<file path="src/rtl/morse_pkg.sv">
// Shared types and threshold multipliers for the Morse key front end.
// Thresholds are expressed in Morse time units.
package morse_pkg;

  typedef enum logic [1:0] {
    IDLE,
    MARK,
    GAP,
    CHAR_DONE
  } state_t;

  localparam int DASH_UNITS     = 2;
  localparam int CHAR_GAP_UNITS = 2;
  localparam int WORD_GAP_UNITS = 5;

endpackage

</file>
<file path="src/rtl/morse_key_classifier_if.sv">
// Key input and classified symbol pulses of the Morse key classifier.
// The master drives the raw key; the slave returns the symbol pulses.
interface morse_key_classifier_if;

  logic key_in;
  logic dot_inp;
  logic dash_inp;
  logic char_space_inp;
  logic word_space_inp;
  logic key_db;

  modport master (
    output key_in,
    input  dot_inp,
    input  dash_inp,
    input  char_space_inp,
    input  word_space_inp,
    input  key_db
  );

  modport slave (
    input  key_in,
    output dot_inp,
    output dash_inp,
    output char_space_inp,
    output word_space_inp,
    output key_db
  );

endinterface

</file>
<file path="src/rtl/morse_debounce.sv">
// Two-flop synchroniser followed by a stability-count debouncer.
// dout follows din only after DEBOUNCE_CYCLES consecutive differing samples.
module morse_debounce #(
  parameter int DEBOUNCE_CYCLES = 16
) (
  input  logic clk,
  input  logic rst,
  input  logic din,
  output logic dout
);

  localparam int CW = $clog2(DEBOUNCE_CYCLES + 1);
  localparam logic [CW-1:0] LAST = CW'(DEBOUNCE_CYCLES - 1);

  logic          s1;
  logic          key_s;
  logic [CW-1:0] cnt;

  always_ff @(posedge clk or posedge rst) begin
    if (rst) begin
      s1    <= 1'b0;
      key_s <= 1'b0;
      cnt   <= '0;
      dout  <= 1'b0;
    end else begin
      s1    <= din;
      key_s <= s1;
      if (key_s == dout) begin
        cnt <= '0;
      end else if (cnt == LAST) begin
        cnt  <= '0;
        dout <= key_s;
      end else begin
        cnt <= cnt + 1'b1;
      end
    end
  end

endmodule

</file>
<file path="src/rtl/morse_key_classifier.sv">
// Times debounced key marks and gaps and emits registered single-cycle
// dot / dash / character-space / word-space pulses.
module morse_key_classifier
  import morse_pkg::*;
#(
  parameter int UNIT_CYCLES     = 100,
  parameter int DEBOUNCE_CYCLES = 16,
  parameter int CNT_W           = 16,
  parameter int MIN_MARK_CYCLES = UNIT_CYCLES / 4
) (
  input logic                   clk,
  input logic                   rst,
  morse_key_classifier_if.slave bus
);

  localparam logic [CNT_W-1:0] MIN_C  = CNT_W'(MIN_MARK_CYCLES);
  localparam logic [CNT_W-1:0] DASH_C = CNT_W'(DASH_UNITS * UNIT_CYCLES);
  localparam logic [CNT_W-1:0] CHAR_C = CNT_W'(CHAR_GAP_UNITS * UNIT_CYCLES);
  localparam logic [CNT_W-1:0] WORD_C = CNT_W'(WORD_GAP_UNITS * UNIT_CYCLES);

  function automatic logic [CNT_W-1:0] sat_inc(input logic [CNT_W-1:0] v);
    return (&v) ? v : v + 1'b1;
  endfunction

  logic             key_db;
  state_t           state, state_nxt;
  state_t           ret, ret_nxt;
  logic [CNT_W-1:0] mark_cnt, mark_nxt;
  logic [CNT_W-1:0] gap_cnt, gap_nxt;
  logic             dot_q, dash_q, char_q, word_q;
  logic             dot_nxt, dash_nxt, char_nxt, word_nxt;

  morse_debounce #(
    .DEBOUNCE_CYCLES(DEBOUNCE_CYCLES)
  ) u_db (
    .clk (clk),
    .rst (rst),
    .din (bus.key_in),
    .dout(key_db)
  );

  always_ff @(posedge clk or posedge rst) begin
    if (rst) begin
      state    <= IDLE;
      ret      <= IDLE;
      mark_cnt <= '0;
      gap_cnt  <= '0;
      dot_q    <= 1'b0;
      dash_q   <= 1'b0;
      char_q   <= 1'b0;
      word_q   <= 1'b0;
    end else begin
      state    <= state_nxt;
      ret      <= ret_nxt;
      mark_cnt <= mark_nxt;
      gap_cnt  <= gap_nxt;
      dot_q    <= dot_nxt;
      dash_q   <= dash_nxt;
      char_q   <= char_nxt;
      word_q   <= word_nxt;
    end
  end

  // Being in MARK tracks the key level, so edges are state/level mismatches.
  always_comb begin
    state_nxt = state;
    ret_nxt   = ret;
    mark_nxt  = '0;
    gap_nxt   = gap_cnt;
    dot_nxt   = 1'b0;
    dash_nxt  = 1'b0;
    char_nxt  = 1'b0;
    word_nxt  = 1'b0;

    if (key_db) begin
      mark_nxt = (state == MARK) ? sat_inc(mark_cnt) : CNT_W'(1);
    end else begin
      gap_nxt = sat_inc(gap_cnt);
    end

    case (state)
      IDLE: begin
        if (key_db) begin
          ret_nxt   = IDLE;
          state_nxt = MARK;
        end
      end
      MARK: begin
        if (!key_db) begin
          if (mark_cnt < MIN_C) begin
            state_nxt = ret;
          end else begin
            dot_nxt   = (mark_cnt < DASH_C);
            dash_nxt  = !(mark_cnt < DASH_C);
            gap_nxt   = CNT_W'(1);
            state_nxt = GAP;
          end
        end
      end
      GAP: begin
        if (key_db) begin
          ret_nxt   = GAP;
          state_nxt = MARK;
        end else if (gap_nxt >= CHAR_C) begin
          char_nxt  = 1'b1;
          state_nxt = CHAR_DONE;
        end
      end
      CHAR_DONE: begin
        if (key_db) begin
          ret_nxt   = CHAR_DONE;
          state_nxt = MARK;
        end else if (gap_nxt >= WORD_C) begin
          word_nxt  = 1'b1;
          state_nxt = IDLE;
        end
      end
      default: state_nxt = IDLE;
    endcase
  end

  assign bus.dot_inp        = dot_q;
  assign bus.dash_inp       = dash_q;
  assign bus.char_space_inp = char_q;
  assign bus.word_space_inp = word_q;
  assign bus.key_db         = key_db;

endmodule
</file>
<file path="src/flat_wrapper.sv">
// flat-port wrapper written by rule: the top's interface ports become plain ports
module morse_key_classifier_flat import morse_pkg::*;
#(
  parameter int UNIT_CYCLES     = 100,
  parameter int DEBOUNCE_CYCLES = 16,
  parameter int CNT_W           = 16,
  parameter int MIN_MARK_CYCLES = UNIT_CYCLES / 4
)
  (clk, rst, bus_key_in, bus_dot_inp, bus_dash_inp, bus_char_space_inp, bus_word_space_inp, bus_key_db);
  morse_key_classifier_if bus_i ();
  input logic clk;
  input logic rst;
  input wire logic [$bits(bus_i.key_in)-1:0] bus_key_in;
  output wire logic [$bits(bus_i.dot_inp)-1:0] bus_dot_inp;
  output wire logic [$bits(bus_i.dash_inp)-1:0] bus_dash_inp;
  output wire logic [$bits(bus_i.char_space_inp)-1:0] bus_char_space_inp;
  output wire logic [$bits(bus_i.word_space_inp)-1:0] bus_word_space_inp;
  output wire logic [$bits(bus_i.key_db)-1:0] bus_key_db;
  assign bus_i.key_in = bus_key_in;
  assign bus_dot_inp = bus_i.dot_inp;
  assign bus_dash_inp = bus_i.dash_inp;
  assign bus_char_space_inp = bus_i.char_space_inp;
  assign bus_word_space_inp = bus_i.word_space_inp;
  assign bus_key_db = bus_i.key_db;
  morse_key_classifier #(.UNIT_CYCLES(UNIT_CYCLES), .DEBOUNCE_CYCLES(DEBOUNCE_CYCLES), .CNT_W(CNT_W), .MIN_MARK_CYCLES(MIN_MARK_CYCLES)) u_core (.clk(clk), .rst(rst), .bus(bus_i));
endmodule
</file>
<file path="config.mk">
export PLATFORM = sky130hd
export DESIGN_NAME = morse_key_classifier_flat
export DESIGN_NICKNAME = d
export VERILOG_FILES = /design/src/rtl/morse_pkg.sv /design/src/rtl/morse_key_classifier_if.sv /design/src/rtl/morse_debounce.sv /design/src/rtl/morse_key_classifier.sv /design/src/flat_wrapper.sv
export SDC_FILE = /design/constraint.sdc
export NUM_CORES = 1
export LEC_CHECK = 0
export CAP_MARGIN = 20
export CORE_MARGIN = 5
export CORE_UTILIZATION = 30
export CTS_BUF_LIST = sky130_fd_sc_hd__clkbuf_2
export CTS_CLUSTER_SIZE = 28
export DETAILED_ROUTE_END_ITERATION = 6
export SLEW_MARGIN = 25
export SYNTH_ARGS = -nofsm -noshare
export SYNTH_HDL_FRONTEND = slang
export SYNTH_HIERARCHICAL = 1
export SYNTH_SLANG_ARGS = --single-unit
</file>
<file path="constraint.sdc">
create_clock -name clk -period 3 [get_ports clk]
set_input_delay 0.6 -clock clk [delete_from_list [all_inputs] [get_ports clk]]
set_output_delay 0.6 -clock clk [all_outputs]
set_load 0.02 [all_outputs]
</file>
## After elaboration in Yosys (flattened, before gate mapping)

Cells that the tools add are included.

- Flip-flop bits (word level): 48
- Bits in latches: 0
- Memory bits (writable): 0
- Memory bits (read-only): 0
- Input bits: 3
- Output and inout bits: 5
- Word-level logic and storage cells: 74
- Memories kept: 0

- $add $sub $neg: 3
- Multipliers: 0
- Divide/modulo/power cells: 0
- Order comparisons: 4
- Eq/ne operators: 12
- Shifts and indexed selects: 0
- Muxes and demuxes: 34
- Bitwise gates (word level): 1
- Reduce and logical (&&, ||, !) cells: 8

Operator list:

| kind | count |
|---|---|
| $mux W16 | 8 |
| $add A16 B1 Y16 const B | 2 |
| $reduce_and A16 Y1 | 2 |
| $mux W2 | 10 |
| $ge A16 B8 Y1 const B | 1 |
| $ge A16 B9 Y1 const B | 1 |
| $lt A16 B5 Y1 const B | 1 |
| $lt A16 B8 Y1 const B | 1 |
| $mux W1 | 12 |
| $mux W5 | 2 |
| $ne A2 B2 Y1 const B | 4 |
| $pmux W2 S4 | 1 |
| $reduce_and A4 Y1 | 2 |
| $ne A3 B2 Y1 const B | 2 |
| $pmux W2 S3 | 1 |
| $add A5 B1 Y5 const B | 1 |
| $eq A5 B4 Y1 const B | 1 |
| $eq A2 B2 Y1 const B | 2 |
| $ne A3 B3 Y1 const B | 1 |
| $reduce_bool A3 Y1 | 1 |
| $eq A2 B1 Y1 const B | 1 |
| $logic_not A2 Y1 | 1 |
| $reduce_and A2 Y1 | 1 |
| $eq A1 B1 Y1 | 1 |
| 2 further kinds | 2 |

## Longest topological paths before layout

Gate-level depths: netlist of the first run.

- Word-level depth: 7
- Depth in mapped cells: 8
- Gate-level depth less buffers: 8

## Hierarchy

The synthesis of the first run kept the hierarchy.

Modules (own cells, without submodules):

| module | instances | cells an instance | area an instance (sq um) | sequential area each (sq um) |
|---|---|---|---|---|
| morse_key_classifier | 1 | 267 | 2361.0 | 1001.0 |
| morse_debounce | 1 | 24 | 315.3 | 200.2 |

## Worst setup path after synthesis of the first run

OpenSTA, ideal clock, no wires.

- Path type: register -> register
- Start point: register u_core.u_db.dout
- End point: register u_core.word_q (netlist: u_core/bus.word_space_inp)
- Library setup time: 121 ps
- Data arrival time: 2238 ps
- Data required time: 2879 ps
- Setup slack: 641 ps
- Cell stages (with the launch flop): 9
- Buffers on the path: 1
- Clock period less this slack: 2359 ps
- Cells stage by stage: dfrtp_1 clkbuf_1 nand2b_1 nor4_1 mux2_2 o32a_1 nor4_4 o21ai_2 and4_2

- Longest elaborated chain between the ends: 5

Ends and longest elaborated chain:

| item | line | source |
|---|---|---|
| from (decl) | morse_debounce.sv:9 | `output logic dout` |
| from (signal assigned) | morse_debounce.sv:32 | `dout <= key_s;` |
| $mux W16 | morse_key_classifier.sv:75 | `if (key_db) begin` |
| $ge A16 B9 Y1 | morse_key_classifier.sv:113 | `end else if (gap_nxt >= WORD_C) begin` |
| $mux W1 | morse_key_classifier.sv:113 |  |
| $mux W1 * | morse_key_classifier.sv:110 | `if (key_db) begin` |
| $mux W1 * | morse_key_classifier.sv:81 | `case (state)` |
| net u_core.word_nxt | morse_key_classifier.sv:31 | `logic dot_nxt, dash_nxt, char_nxt, word_nxt;` |
| to (signal assigned) | morse_key_classifier.sv:60 | `word_q <= word_nxt;` |
| to (decl) | morse_key_classifier.sv:30 | `logic dot_q, dash_q, char_q, word_q;` |

Mark *: on every way through the listed nets, which the timed path passes. The rest lies on a longest branch.
A chain may end at the register's enable or synchronous reset.

## Worst setup path in the final report of the first run

- Start point: register u_core.gap_cnt[3]
- End point: register u_core.word_q (netlist: u_core/bus.word_space_inp)

- Longest elaborated chain between the ends: 7
- Elaborated cells between the ends (all ways): 8
- Classes of those cells: add/sub (1); order compare (1); mux (5); reduce/logical (1)

Ends and longest elaborated chain:

| item | line | source |
|---|---|---|
| from (decl) | morse_key_classifier.sv:29 | `logic [CNT_W-1:0] gap_cnt, gap_nxt;` |
| from (signal assigned) | morse_key_classifier.sv:56 | `gap_cnt <= gap_nxt;` |
| $add A16 B1 Y16 / $reduce_and A16 Y1 (equally long branches) | morse_key_classifier.sv:22 | `return (&v) ? v : v + 1'b1;` |
| $mux W16 | morse_key_classifier.sv:22 |  |
| $mux W16 * | morse_key_classifier.sv:75 |  |
| $ge A16 B9 Y1 * | morse_key_classifier.sv:113 |  |
| $mux W1 * | morse_key_classifier.sv:113 |  |
| $mux W1 * | morse_key_classifier.sv:110 |  |
| $mux W1 * | morse_key_classifier.sv:81 |  |
| net u_core.word_nxt | morse_key_classifier.sv:31 |  |

Marks and branches as above.

==> results.ini, run 1 <==
[placed_design]
portBuffers=7
place_congestion=0.845
placedCellCount=401
hpwl_um=3830

[cts]
cts_tree=yes
cts.repair.resized=0
cts_root_buffer=clkbuf_2
cts_sinks=48
cts_setup_buffers=0
path_clk_slew_ps=230
cts_buffers=5
holdBufCountCts=0
htreeDepth=2
clkLatencyLatePin_ps=420
ctsLongestPathBuffers=2

[yosys]
synth_area_leaders=dfrtp_1 (45%), nor2_1 (6.7%), xor2_1 (5.2%)
syn_avg_cell_area_um2=9.20
yosysTopAreaCellShare_pct=44.9
synth-edff-count=0
ys.flop_type=dfrtp_1
ys_seq_area_share_pct=44.9
synth_largest_area_cell=dfrtp_1
synth_seq_cells=48
syn_area_um2=2680
synthArstFlopShare_pct=100
syn_nets=298
ys_warn_count=6
netlist-cell-type-count=56
syn_inst=291

[flow_run]
max_cap_violations=0

[final_layout]
finalNonFillerCells=408
final_net_count=307
drive_gt1_share_pct=9.00
syn_to_final_growth_pct=10.5
final_cell_mix=nor2_1 (48), dfrtp_1 (48), nand2_1 (29)
diodes=0

[global_routing]
grt_max_degree=41
grt_pass1_vias=1968
track_usage_pct=9.96
grt_antenna_before_repair=0
gr-total-overflow=0
grt_pass1_wl_um=9250

[setup_path]
reg2reg_depth=7
cp.arrival_ps=2860
crit_cells=7
path_class=reg -> reg
cpPeakStageDelay_ps=590
start_kind=register
crit_family=simple AND/OR/NAND/NOR gates
path_cells=nand4_2, nor4_1, mux2_2, o32a_1, nor4_4, o21ai_2, and4_2
critPathSlowestCell=dfrtp_1
worstSetupEndpointType=register
cp.buffers_inverters=0
cp_max_fo=9
worstPathRequired_ps=3330

[sta]
tightestPinTransition_ps=913
final.setup_skew_ps=38.6
rsz0062_at_grt=no
max_freq_mhz=395
hold_violations=0
relSlewSlack_pct=38.9
min_period_ps=2530
tns_ps=0
setup_violations=0
fin_crit_sh_pct=84.4
drv_slew=0

[pwr]
total_power_w=0.00139
p_leak_nw=1.21
power_density_nw_per_um2=469
ir_worst_vdd_uv=193

[run_status]
status=completed

[detailed_routing]
avgViaCountPerCell=5.10
drt_iter0_markers=94
drc=0
wl_um=5360
routedWlPerCell_um=13.1
via_count=2082
drt.antenna.violating_nets=0
first_pass_iters=4

[floorplanning]
initial_core_util_pct=30.7
num_rows=34
die_h_um=104
io_pins=8
core_area_um2=8720
fp.dieArea_um2=10900
dieWidth_um=104

[hold_path]
hold_class=reg -> reg
whs_path_depth=0

-- synthesized netlist by cell type (3+ instances only) --
master    count
nand2b_1      6
mux2i_1       3
nand3_1      17
a31oi_1       3
and2_1        3
inv_1         9
nand4_1       4
ha_1          4
nor2b_1       5
and3_1        4
clkbuf_1      5
nand2_1      29
nor2_1       48
nor3_1       12
nor4_1        6
a21oi_1       8
xnor2_1      10
o21ai_0       6
buf_2         4
dfrtp_1      48
xor2_1       16
-- cell families after synthesis --
family	synth area share [%]
DFF	44.9
buffers and inverters	2.71
and+or+nand+nor	30.0
muxes	1.96
adders and majority gates	1.87
xor gates and xnor gates	8.51
AOI/OAI and AO/OA	10.1
-- registers in the layout, summed over array words and instances, names as in the netlist --
name and cells:
u_core/bus.char_space_inp 1, u_core/bus.dash_inp 1, u_core/bus.dot_inp 1, u_core/bus.word_space_inp 1, u_core/gap_cnt 16, u_core/mark_cnt 16, u_core/ret 2, u_core/state 2
u_core/u_db/cnt 5, u_core/u_db/dout 1, u_core/u_db/key_s 1, u_core/u_db/s1 1
-- final cells by class --
type	instances	area [um^2]
fill	889	5760
tap	108	135
multi-input combinational	225	1400
sequential	48	1200
timing repair buffer	11	100
clock buffer	5	25.0
inverter	9	33.8
clock inverter	2	60.1
-- power by group --
| group | internal, W | total (W) | switching, W |
|---|---|---|---|
| combinational | 0.0000820 | 0.000191 | 0.000109 |
| clock | 0.000220 | 0.000422 | 0.000202 |
| sequential | 0.000689 | 0.000774 | 0.0000851 |
| total | 0.000991 | 0.00139 | 0.000396 |
-- metrics by stage --
step                cell area (um^2)  setup slack (ps)  utilization (%)  hold WS, ps
floorplan                       2680               641                -          331
global placement                2870               543             32.9          334
detailed placement              2870               477             32.9          335
CTS                             2960               456             33.9          384
global route                    2960               263             33.9          393
finish                          2960               467             33.9          380
-- metal layers --
layer	GRT usage, %	routed length, um
met5	0	0
met4	2.22	19
met3	1.99	169
met2	15.1	2410
met1	14.6	2760
-- path summary, 6_finish.rpt --
path                            slack (ps)                   endpoint              start
worst max-delay path                   470  u_core/bus.word_space_inp  u_core/gap_cnt[3]
worst min-delay path                   380          u_core/u_db/key_s     u_core/u_db/s1
worst max register to register         470  u_core/bus.word_space_inp  u_core/gap_cnt[3]
worst min register to register         380          u_core/u_db/key_s     u_core/u_db/s1
max in group asynchronous             2020         u_core/bus.dot_inp                rst
min in group asynchronous              420             u_core/u_db/s1                rst
Power figures use the tool's default switching activity.
==> run 2: changes to the inputs <==
clock period = 2.4 ns   (was 3 ns; I/O delays follow)
==> run 2 against run 1 <==
  * Hold slack got worse by 93 ps
  * First-iteration DRC count is 54% higher
  * Sequential power rose by 16%
  * Setup slack got worse by 400 ps
  * Critical endpoint is now u_core/state[0]
  * Largest cell class unchanged
==> results.ini, run 2 (synthesized netlist as in run 1, its figures left out) <==
[setup_path]
worstSetupEndpointType=register
worstPathRequired_ps=2760  ; -570 ps
cp.arrival_ps=2700  ; -160 ps
cp_max_fo=4  ; -5
reg2reg_depth=8  ; +1
path_class=reg -> reg
start_kind=register

[cts]
cts.repair.resized=1  ; +1
cts_buffers=5  ; unchanged
clkLatencyLatePin_ps=420  ; about the same
path_clk_slew_ps=260  ; +30 ps
ctsLongestPathBuffers=2  ; unchanged
htreeDepth=2  ; unchanged
cts_sinks=48  ; unchanged
cts_tree=yes
cts_root_buffer=clkbuf_2
cts_setup_buffers=0  ; unchanged
holdBufCountCts=0  ; unchanged

[sta]
hold_violations=0  ; unchanged
setup_violations=0  ; unchanged
fin_crit_sh_pct=97.3  ; +13 points
tightestPinTransition_ps=523  ; -390 ps
worst_slack_ps=64.2  ; -403 ps
relSlewSlack_pct=65.1  ; +26 points
max_freq_mhz=428  ; +8.4%
rsz0062_at_grt=yes
drv_slew=0  ; unchanged
final.setup_skew_ps=17.9  ; -20.7 ps
min_period_ps=2340  ; -197 ps

[pwr]
ir_worst_vdd_uv=205  ; +5.9%
p_leak_nw=1.35  ; +12%
power_density_nw_per_um2=562  ; +20%

[floorplanning]
dieWidth_um=104  ; unchanged
die_h_um=104  ; unchanged
num_rows=34  ; unchanged
core_area_um2=8720  ; unchanged
fp.dieArea_um2=10900  ; unchanged
initial_core_util_pct=30.7  ; unchanged
io_pins=8  ; unchanged

[final_layout]
final_net_count=329  ; +7.2%
largestRegisters=u_core/gap_cnt (16), u_core/mark_cnt (16), u_core/u_db/cnt (5)
final_util_pct=36.0  ; +2.1 points
diodes=0  ; unchanged
syn_to_final_growth_pct=17.4
drive_gt1_share_pct=16.7  ; +7.7 points
final_cell_mix=nor2_1 (47), dfrtp_1 (47), nand2_1 (29)

[placed_design]
portBuffers=7  ; unchanged
place_congestion=0.911  ; +7.8%
place_ws_ps=87.7  ; -389 ps
hpwl_um=4250  ; +11%

[run_status]
status=completed

[global_routing]
grt_pass1_wl_um=9790  ; +5.8%
use_met2_pct=17.3  ; +2.2 points
met3_usage_pct=2.17  ; +0.19 points
gr-total-overflow=0  ; unchanged
grt_use_met1_pct=14.4  ; -0.13 points
busiest_layer=met2
grt_antenna_before_repair=0  ; unchanged
grt_pass1_vias=2116  ; +7.5%
grt_max_degree=41  ; unchanged
track_usage_pct=10.6  ; +0.60 points

[detailed_routing]
via_count=2179  ; +4.7%
wl_um=5740  ; +6.9%
avgViaCountPerCell=5.06  ; -0.93%
routedWlPerCell_um=13.3  ; +1.2%
drc=0  ; unchanged
first_pass_iters=4  ; unchanged
drt_iter0_markers=145  ; +54%
drt.antenna.violating_nets=0  ; unchanged

[hold_path]
hold_class=in -> async

[flow_run]
max_cap_violations=0  ; unchanged

-- run 2: cell count changes in the layout (fill, tap and decap cells not counted), sizes merged --
cell / before / now
clkdlybuf4s50: 7 / 6
clkinvlp: 0 / 1
bufinv: 2 / 1
dlymetal6s2s: 0 / 1
inv: 9 / 10
buf: 4 / 26
-- run 2: worst paths after layout --
| check | endpoint | slack, ps | from |
|---|---|---|---|
| worst max-delay path | u_core/state[0] | 60 | u_core/gap_cnt[1] |
| worst min-delay path | u_core/u_db/cnt[1] | 290 | rst |
| worst max register to register | u_core/state[0] | 60 | u_core/gap_cnt[1] |
| worst min register to register | u_core/u_db/key_s | 390 | u_core/u_db/s1 |
| max in group asynchronous | u_core/gap_cnt[11] | 1550 | rst |
| min in group clk | u_core/u_db/key_s | 390 | u_core/u_db/s1 |
-- run 2: layout make-up --
type	instances	area, um^2
tap	108	135
clock inverter	3	46.3
multi-input combinational	225	1430
inverter	9	33.8
sequential	48	1200
timing repair buffer	33	268
clock buffer	5	25.0
fill	853	5580
-- run 2: layer usage --
metal / vias up / wire length [um]
met4: 0 / 43
met3: 4 / 251
met2: 54 / 2700
li1: 1088 / -
met5: - / 0
met1: 1033 / 2740
-- run 2: through the flow --
stage	TNS [ps]	std cells	power [W]	instance area (um^2)	hold slack, ps
floorplan	0	291	0.00117	2680	296
finish	0	431	0.00177	3140	287
CTS	0	431	0.00179	3120	256
global placement	0	423	0.00131	3040	336
detailed placement	0	423	0.00131	3040	342
global route	-29.0	431	0.00188	3140	250
-- run 2: critical path, stage by stage, from the launching register on --
cell and delay [ps]:
dfrtp_1 430, ha_1 210, nand2_1 150, or4_4 540
nand3_2 120, mux2i_1 370, nor4_4 70, a41o_2 260
a31oi_1 140
-- run 2: where the power goes --
part	internal [W]	total, W	switching, W
clock	0.000180	0.000452	0.000272
combinational	0.000173	0.000419	0.000246
sequential	0.000862	0.000895	0.0000336
==> run 3: changes to the inputs <==
CTS_CLUSTER_DIAMETER = 100   (was not set)
==> results of run 3 <==
No change in the layout: final DEF, timing and power equal those of run 2.
